`src/rtl/pipe_reg_en_if.sv`:
```
// rtl/pipe_reg_en_if.sv - stage-chain bus: enable/flush/payload in, payload/valid/occupancy out
interface pipe_reg_en_if #(
  parameter int WIDTH = 16,
  parameter int DEPTH = 1
);
  localparam int OW = $clog2(DEPTH + 1);

  logic             en;
  logic             flush;
  logic [WIDTH-1:0] d;
  logic             valid_in;
  logic [WIDTH-1:0] q;
  logic             valid_out;
  logic [OW-1:0]    occ;

  modport master (
    output en, flush, d, valid_in,
    input  q, valid_out, occ
  );

  modport slave (
    input  en, flush, d, valid_in,
    output q, valid_out, occ
  );
endinterface

```
`src/rtl/pipe_reg_en.sv`:
```
// rtl/pipe_reg_en.sv - DEPTH-stage enabled pipeline register with flush, per-stage valid and occupancy
module pipe_reg_en #(
  parameter int               WIDTH   = 16,
  parameter int               DEPTH   = 1,
  parameter logic [WIDTH-1:0] RST_VAL = '0
) (
  input  logic clk,
  input  logic rst,
  pipe_reg_en_if.slave bus
);
  localparam int OW = $clog2(DEPTH + 1);

  logic [WIDTH-1:0] data [DEPTH];
  logic [DEPTH-1:0] vld;
  logic [OW-1:0]    occ_r;

  always_ff @(posedge clk) begin
    if (rst || bus.flush) begin
      for (int i = 0; i < DEPTH; i++) begin
        data[i] <= RST_VAL;
      end
      vld   <= '0;
      occ_r <= '0;
    end else if (bus.en) begin
      data[0] <= bus.d;
      vld[0]  <= bus.valid_in;
      for (int i = 1; i < DEPTH; i++) begin
        data[i] <= data[i-1];
        vld[i]  <= vld[i-1];
      end
      // Modular arithmetic: the transient occ+1 at a full chain always pairs with a departing valid word.
      occ_r <= occ_r + OW'(bus.valid_in) - OW'(vld[DEPTH-1]);
    end
  end

  assign bus.q         = data[DEPTH-1];
  assign bus.valid_out = vld[DEPTH-1];
  assign bus.occ       = occ_r;

  occ_tracks_valid_bits: assert property (
    @(posedge clk) disable iff (rst) occ_r == OW'($countones(vld))
  );
endmodule

```
`src/flat_wrapper.sv`:
```
// flat-port wrapper written by rule: the top's interface ports become plain ports
module pipe_reg_en_flat 
#(
  parameter int               WIDTH   = 16,
  parameter int               DEPTH   = 1,
  parameter logic [WIDTH-1:0] RST_VAL = '0
)
  (clk, rst, bus_en, bus_flush, bus_d, bus_valid_in, bus_q, bus_valid_out, bus_occ);
  pipe_reg_en_if #(.WIDTH(WIDTH), .DEPTH(DEPTH)) bus_i ();
  input  logic clk;
  input  logic rst;
  input wire logic [$bits(bus_i.en)-1:0] bus_en;
  input wire logic [$bits(bus_i.flush)-1:0] bus_flush;
  input wire logic [$bits(bus_i.d)-1:0] bus_d;
  input wire logic [$bits(bus_i.valid_in)-1:0] bus_valid_in;
  output wire logic [$bits(bus_i.q)-1:0] bus_q;
  output wire logic [$bits(bus_i.valid_out)-1:0] bus_valid_out;
  output wire logic [$bits(bus_i.occ)-1:0] bus_occ;
  assign bus_i.en = bus_en;
  assign bus_i.flush = bus_flush;
  assign bus_i.d = bus_d;
  assign bus_i.valid_in = bus_valid_in;
  assign bus_q = bus_i.q;
  assign bus_valid_out = bus_i.valid_out;
  assign bus_occ = bus_i.occ;
  pipe_reg_en #(.WIDTH(WIDTH), .DEPTH(DEPTH), .RST_VAL(RST_VAL)) u_core (.clk(clk), .rst(rst), .bus(bus_i));
endmodule
```
`config.mk`:
```
export PLATFORM = sky130hd
export DESIGN_NAME = pipe_reg_en_flat
export DESIGN_NICKNAME = d
export VERILOG_FILES = /design/src/rtl/pipe_reg_en_if.sv /design/src/rtl/pipe_reg_en.sv /design/src/flat_wrapper.sv
export SDC_FILE = /design/constraint.sdc
export NUM_CORES = 1
export LEC_CHECK = 0
export CORE_MARGIN = 2
export CORE_UTILIZATION = 40
export DETAILED_ROUTE_END_ITERATION = 7
export GPL_TIMING_DRIVEN = 0
export PLACE_DENSITY = 0.82
export SLEW_MARGIN = 20
export SYNTH_ARGS = -nofsm -noshare
export SYNTH_HDL_FRONTEND = slang
export SYNTH_SLANG_ARGS = --single-unit
export TNS_END_PERCENT = 30
```
`constraint.sdc`:
```
create_clock -name clk -period 3.1 [get_ports clk]
set_input_delay 0.62 -clock clk [delete_from_list [all_inputs] [get_ports clk]]
set_output_delay 0.62 -clock clk [all_outputs]
set_load 0.01 [all_outputs]
```
==> results of run 1 <==
[registers in the layout, summed over array words and instances (netlist names)]
name                  cells
u_core.bus.valid_out      1
u_core.data              16
u_core.bus.occ            1
[worst max-delay path by stage]
stage	from	to	cells past startpoint
after global routing	u_core.bus.occ$_SDFFE_PP0P_	bus_occ	1
final	bus_flush	u_core.data[0][8]$_SDFFCE_PN0P_	2
after CTS	bus_flush	u_core.data[0][8]$_SDFFCE_PN0P_	2
after floorplan	bus_en	u_core.data[0][0]$_SDFFCE_PN0P_	1
after global placement	bus_flush	u_core.data[0][10]$_SDFFCE_PN0P_	2
after detailed placement	bus_flush	u_core.data[0][8]$_SDFFCE_PN0P_	2
[synthesized netlist by cell type]
| library cell | n |
|---|---|
| a2111oi_2 | 1 |
| a31o_1 | 1 |
| and2_1 | 2 |
| and2_2 | 14 |
| buf_6 | 1 |
| dfxtp_1 | 2 |
| edfxtp_1 | 16 |
| inv_1 | 1 |
| mux2i_1 | 1 |
| nor3_1 | 2 |
| nor3b_4 | 1 |
| or3_2 | 1 |
| xor2_1 | 1 |
[power by group]
part	total, W	switching (W)	leakage (nW)	internal, W
Sequential	0.000281	0.00000403	0.200	0.000277
Clock	0.000140	0.0000684	0.0210	0.0000714
Combinational	0.0000775	0.0000254	0.232	0.0000521
[routing by layer]
layer | vias to the layer above | wire (um) | track usage [%]
met5 | - | 0 | 0
met4 | 0 | 12 | 6.67
met2 | 20 | 686 | 22.5
li1 | 242 | - | -
met3 | 2 | 83 | 4.23
met1 | 226 | 494 | 13.7
[per-stage QoR]
step / instance area [um^2] / total power (W) / hold WS, ns / util, %
floorplan: 732 / 0.000309 / 0.556 / -
global placement: 1140 / 0.000363 / 0.539 / 66.2
detailed placement: 1140 / 0.000366 / 0.545 / 66.2
CTS: 1180 / 0.000506 / 0.563 / 68.3
global route: 1180 / 0.000520 / 0.607 / 68.3
finish: 1180 / 0.000499 / 0.562 / 68.3
[kinds of logic (layout without fill, tap and decap cells)]
group / after synthesis / count (layout) / synth area share [%]
AOI/OAI and AO/OA: 2 / 2 / 3.25
xor gates and xnor gates: 1 / 1 / 1.20
buffers and inverters: 2 / 44 / 2.05
DFF: 18 / 18 / 71.1
muxes: 1 / 1 / 1.37
and+or+nand+nor: 20 / 20 / 21.0
[final cells by class]
| type | instances | area (um^2) | area share, % |
|---|---|---|---|
| Clock buffer | 4 | 36.3 | 3.08 |
| Inverter | 1 | 3.75 | 0.318 |
| Tap cell | 25 | 31.3 | 2.65 |
| Timing Repair Buffer | 38 | 380 | 32.2 |
| Buffer | 1 | 11.3 | 0.954 |
| Sequential cell | 18 | 520 | 44.1 |
| Multi-Input combinational cell | 24 | 196 | 16.6 |
==> impl_metrics.py, run 1 <==
metrics = {
    "run": {
        "drv_cap": 0,
    },
    "finish": {
        "final_cell_mix": "38 x clkdlybuf4s50_1, 16 x edfxtp_1, 14 x and2_2",
        "nets": 108,
        "stdcell_count": 111,
        "final_common_cell": "clkdlybuf4s50_1",
        "drive_above_1_share_pct": 25.6,
        "areaGrowthSynthToFinish_pct": 61.2,
        "n_antenna_cell": 0,
        "n_fill_cell": 126,
    },
    "place": {
        "gp_congestion": 0.629,
        "numPortBuffers": 38,
        "hpwlAfterDp_um": 1000,
        "pre_cts_slack_ns": 0.931,
        "dp_cells": 107,
    },
    "setup_path": {
        "cp-end-kind": "flip-flop",
        "cpPeakStageDelay_ns": 0.70,
        "worstRegToRegCells": 3,
        "cp_max_fo": 16,
        "crit_chain": "clkdlybuf4s50_1, or3_2",
        "r2r_start": "u_core.bus.valid_out$_SDFFE_PP0P_",
        "cp_num_buf_inv": 1,
        "cp_top_family": "simple AND/OR/NAND/NOR gates",
        "r2r_end": "u_core.bus.occ$_SDFFE_PP0P_",
        "start_kind": "input port",
        "arrival_ns": 1.85,
        "r2r_slack_ns": 2.03,
        "required_ns": 3.09,
        "criticalPathCategory": "in -> reg",
        "crit_path_top_delay_cell": "or3_2",
    },
    "yosys": {
        "syn_nets": 65,
        "synth_cells": 44,
        "synth_seq_cells": 18,
        "yosys.area.top_type": "edfxtp_1",
        "syn-cell-area_um2": 732,
        "synthTopCellsByArea": "edfxtp_1 66%, and2_2 14%, dfxtp_1 5.5%",
        "yosys.area.top_type_share_pct": 65.6,
        "ys_warn_count": 0,
        "syn_area_per_cell_um2": 16.6,
        "ys_seq_area_share_pct": 71.1,
        "synth_cell_type_count": 13,
    },
    "floorplan": {
        "io_pins": 39,
        "dieArea_um2": 2190,
        "die_h_um": 46.8,
        "die_x_um": 46.8,
        "rows": 15,
        "start_util_pct": 42.4,
        "core-area_um2": 1730,
    },
    "detailed_routing": {
        "ant_nets": 0,
        "drt_iter0_drc": 4,
        "vias": 490,
        "drc_errors": 0,
        "wl_per_cell_um": 11.5,
        "drt-total-wl_um": 1280,
        "routed_via_density": 4.41,
        "firstDrtPassIters": 4,
    },
    "clocking": {
        "cts_htree_levels": 1,
        "cts_resized": 0,
        "hold_buffers": 0,
        "cts_made_buffers": 3,
        "post_cts_buffers": 0,
        "root_buffer": "clkbuf_4",
        "clockBufferDepth": 2,
        "cts_sinks": 18,
        "clock_latency_ns": 0.28,
        "cts_tree": "built",
        "clkTransAtPathRegs_ns": 0.10,
    },
    "sta": {
        "tightest_slew_ns": 0.344,
        "fmax_mhz": 538,
        "fin_crit_ns": 1.86,
        "fin_setup_tns_ns": 0,
        "slew_headroom_pct": 77.1,
        "finClkSkew_ns": 0.000110,
        "finalHoldViolCount": 0,
        "maxSlewViolCount": 0,
        "setup_ws_ns": 1.24,
        "finalCritPeriodShare_pct": 60.0,
        "rsz0062_at_grt": "false",
        "setup_violations": 0,
    },
    "min_path": {
        "hold_start": "u_core.bus.valid_out$_SDFFE_PP0P_",
        "hp-class": "reg -> reg",
        "holdPathEnd": "u_core.bus.valid_out$_SDFFE_PP0P_",
        "hold_depth": 2,
    },
    "power_and_ir_drop": {
        "p_leak_nw": 0.453,
        "peakVddDrop_mv": 0.274,
        "power.density_nw_per_um2": 423,
    },
    "status": {
        "status": "finished clean",
    },
    "global_route": {
        "grt_antenna_before_repair": 0,
        "grt_pass1_wl_um": 1860,
        "overflow": 0,
        "groute.usage.overall_pct": 12.8,
        "first_global_vias": 450,
        "grt_max_degree": 17,
    },
}
(Power assumes the default switching activity.)
==> run 2, diff against run 1 <==
- CORE_UTILIZATION: 40 -> 34
- PLACE_DENSITY: 0.82 -> 0.74
- clock period: 3.1 -> 1.6 ns (I/O delays scaled with it)
==> impl_metrics.py, run 2 (synthesis results as in run 1) <==
metrics = {
    "status": {
        "status": "finished clean",
    },
    "power_and_ir_drop": {
        "power_frac_seq_pct": 59.4,
        "switchingPower_w": 0.000183,
        "netSwitchingFraction_pct": 19.9,
        "p_leak_nw": 0.448,
        "peakVddDrop_mv": 0.444,
        "power.total_w": 0.000919,
        "intPower_w": 0.000736,
        "p_clk_share_pct": 24.1,
        "pwr-share-comb_pct": 16.6,
        "power.density_nw_per_um2": 781,
    },
    "setup_path": {
        "cp_max_fo": 3,
        "crit_cells": 1,
        "start_kind": "flip-flop",
        "criticalPathCategory": "reg -> out",
        "cp_num_buf_inv": 1,
        "crit_path_top_delay_cell": "clkdlybuf4s50_1",
        "arrival_ns": 1.21,
        "cp_top_family": "buffers and inverters",
        "cp-end-kind": "output pin",
        "crit_chain": "clkdlybuf4s50_1",
        "required_ns": 1.28,
        "worstRegToRegCells": 3,
        "cpPeakStageDelay_ns": 0.55,
    },
    "global_route": {
        "first_global_vias": 459,
        "groute.usage.overall_pct": 11.8,
        "grt_pass1_wl_um": 2130,
        "grt_max_degree": 17,
        "grt_antenna_before_repair": 0,
        "overflow": 0,
    },
    "clocking": {
        "post_cts_buffers": 0,
        "cts_sinks": 18,
        "clock_latency_ns": 0.27,
        "cts_tree": "built",
        "clkTransAtPathRegs_ns": 0.09,
        "root_buffer": "clkbuf_4",
        "clockBufferDepth": 2,
        "cts_htree_levels": 1,
        "cts_made_buffers": 3,
    },
    "sta": {
        "tightest_slew_ns": 0.293,
        "fin_crit_ns": 1.53,
        "setup_violations": 0,
        "finalCritPeriodShare_pct": 95.7,
        "finClkSkew_ns": 0.000117,
        "whs_ns": 0.601,
        "fmax_mhz": 653,
        "maxSlewViolCount": 0,
        "slew_headroom_pct": 80.4,
        "finalHoldViolCount": 0,
        "rsz0062_at_grt": "false",
    },
    "finish": {
        "final_common_cell": "clkdlybuf4s50_1",
        "drive_above_1_share_pct": 24.4,
        "final_cell_mix": "38 x clkdlybuf4s50_1, 16 x edfxtp_1, 14 x and2_2",
        "largest_reg_flops": 16,
        "nets": 108,
        "n_antenna_cell": 0,
        "largest-register": "u_core.data",
        "areaGrowthSynthToFinish_pct": 60.7,
    },
    "detailed_routing": {
        "routed_via_density": 4.23,
        "firstDrtPassIters": 1,
        "ant_nets": 0,
        "drt-total-wl_um": 1350,
        "vias": 478,
        "drt_iter0_drc": 0,
        "wl_per_cell_um": 11.9,
        "drc_errors": 0,
    },
    "floorplan": {
        "die_x_um": 50.4,
        "core-area_um2": 2000,
        "rows": 16,
        "die_h_um": 50.4,
        "io_pins": 39,
        "start_util_pct": 36.6,
        "dieArea_um2": 2540,
    },
    "min_path": {
        "hp-class": "reg -> reg",
        "hold_depth": 2,
    },
    "place": {
        "hpwlAfterDp_um": 1060,
        "gp_congestion": 0.671,
        "numPortBuffers": 38,
    },
    "run": {
        "drv_cap": 0,
    },
}
-- run 2: cell count changes in the layout (fill, tap and decap cells not counted) --
cell | previous run | this run
clkbuf_1 | 0 | 1
clkbuf_8 | 1 | 0
or3_2 | 1 | 0
or3_4 | 0 | 1
-- run 2: through the flow --
| step | TNS [ns] | setup WS (ns) | cells | area, um^2 | utilization [%] |
|---|---|---|---|---|---|
| after global routing | 0 | 0.0180 | 113 | 1180 | 58.8 |
| after floorplan | 0 | 0.347 | 44 | 732 | - |
| after detailed placement | -5.05 | -0.271 | 109 | 1150 | 57.3 |
| after global placement | -4.33 | -0.249 | 109 | 1150 | 57.3 |
| after CTS | 0 | 0.0283 | 113 | 1170 | 58.6 |
| final | 0 | 0.0692 | 113 | 1180 | 58.8 |
-- run 2: power by group through the flow --
stage / clock, W / combinational [W] / sequential, W
after floorplan: 0 / 0.0000261 / 0.000572
after global placement: 0 / 0.000150 / 0.000555
after detailed placement: 0 / 0.000152 / 0.000557
after CTS: 0.000229 / 0.000153 / 0.000546
after global routing: 0.000244 / 0.000162 / 0.000549
final: 0.000221 / 0.000152 / 0.000545
-- run 2: worst paths after layout --
path / start / endpoint / slack [ns]
setup / recovery: u_core.bus.valid_out$_SDFFE_PP0P_ / bus_valid_out / 0.07
hold / removal: u_core.bus.valid_out$_SDFFE_PP0P_ / u_core.bus.valid_out$_SDFFE_PP0P_ / 0.60
setup reg to reg: u_core.bus.valid_out$_SDFFE_PP0P_ / u_core.bus.occ$_SDFFE_PP0P_ / 0.49
hold reg to reg: u_core.bus.valid_out$_SDFFE_PP0P_ / u_core.bus.valid_out$_SDFFE_PP0P_ / 0.60
-- run 2: area by class of cell --
| type | count | area, um^2 |
|---|---|---|
| well taps | 27 | 33.8 |
| multi-input cells | 24 | 200 |
| flip-flops and latches | 18 | 520 |
| repair buffers | 38 | 380 |
| fillers | 163 | 826 |
| clock buffers | 4 | 26.3 |
| plain buffers | 1 | 11.3 |
| inverters | 1 | 3.75 |
-- run 2: what timing repair did --
action,CTS,global route
gates resized for setup,0,1
hold buffers,0,0
endpoints found under the setup margin,0,16
-- run 2: routing by layer --
layer,GRT usage [%],vias to the layer above,part of all wire [%]
met5,0,-,0
li1,-,241,-
met4,6.76,0,1.7
met2,22.1,20,55
met1,10.4,215,36
met3,4.76,2,7.6
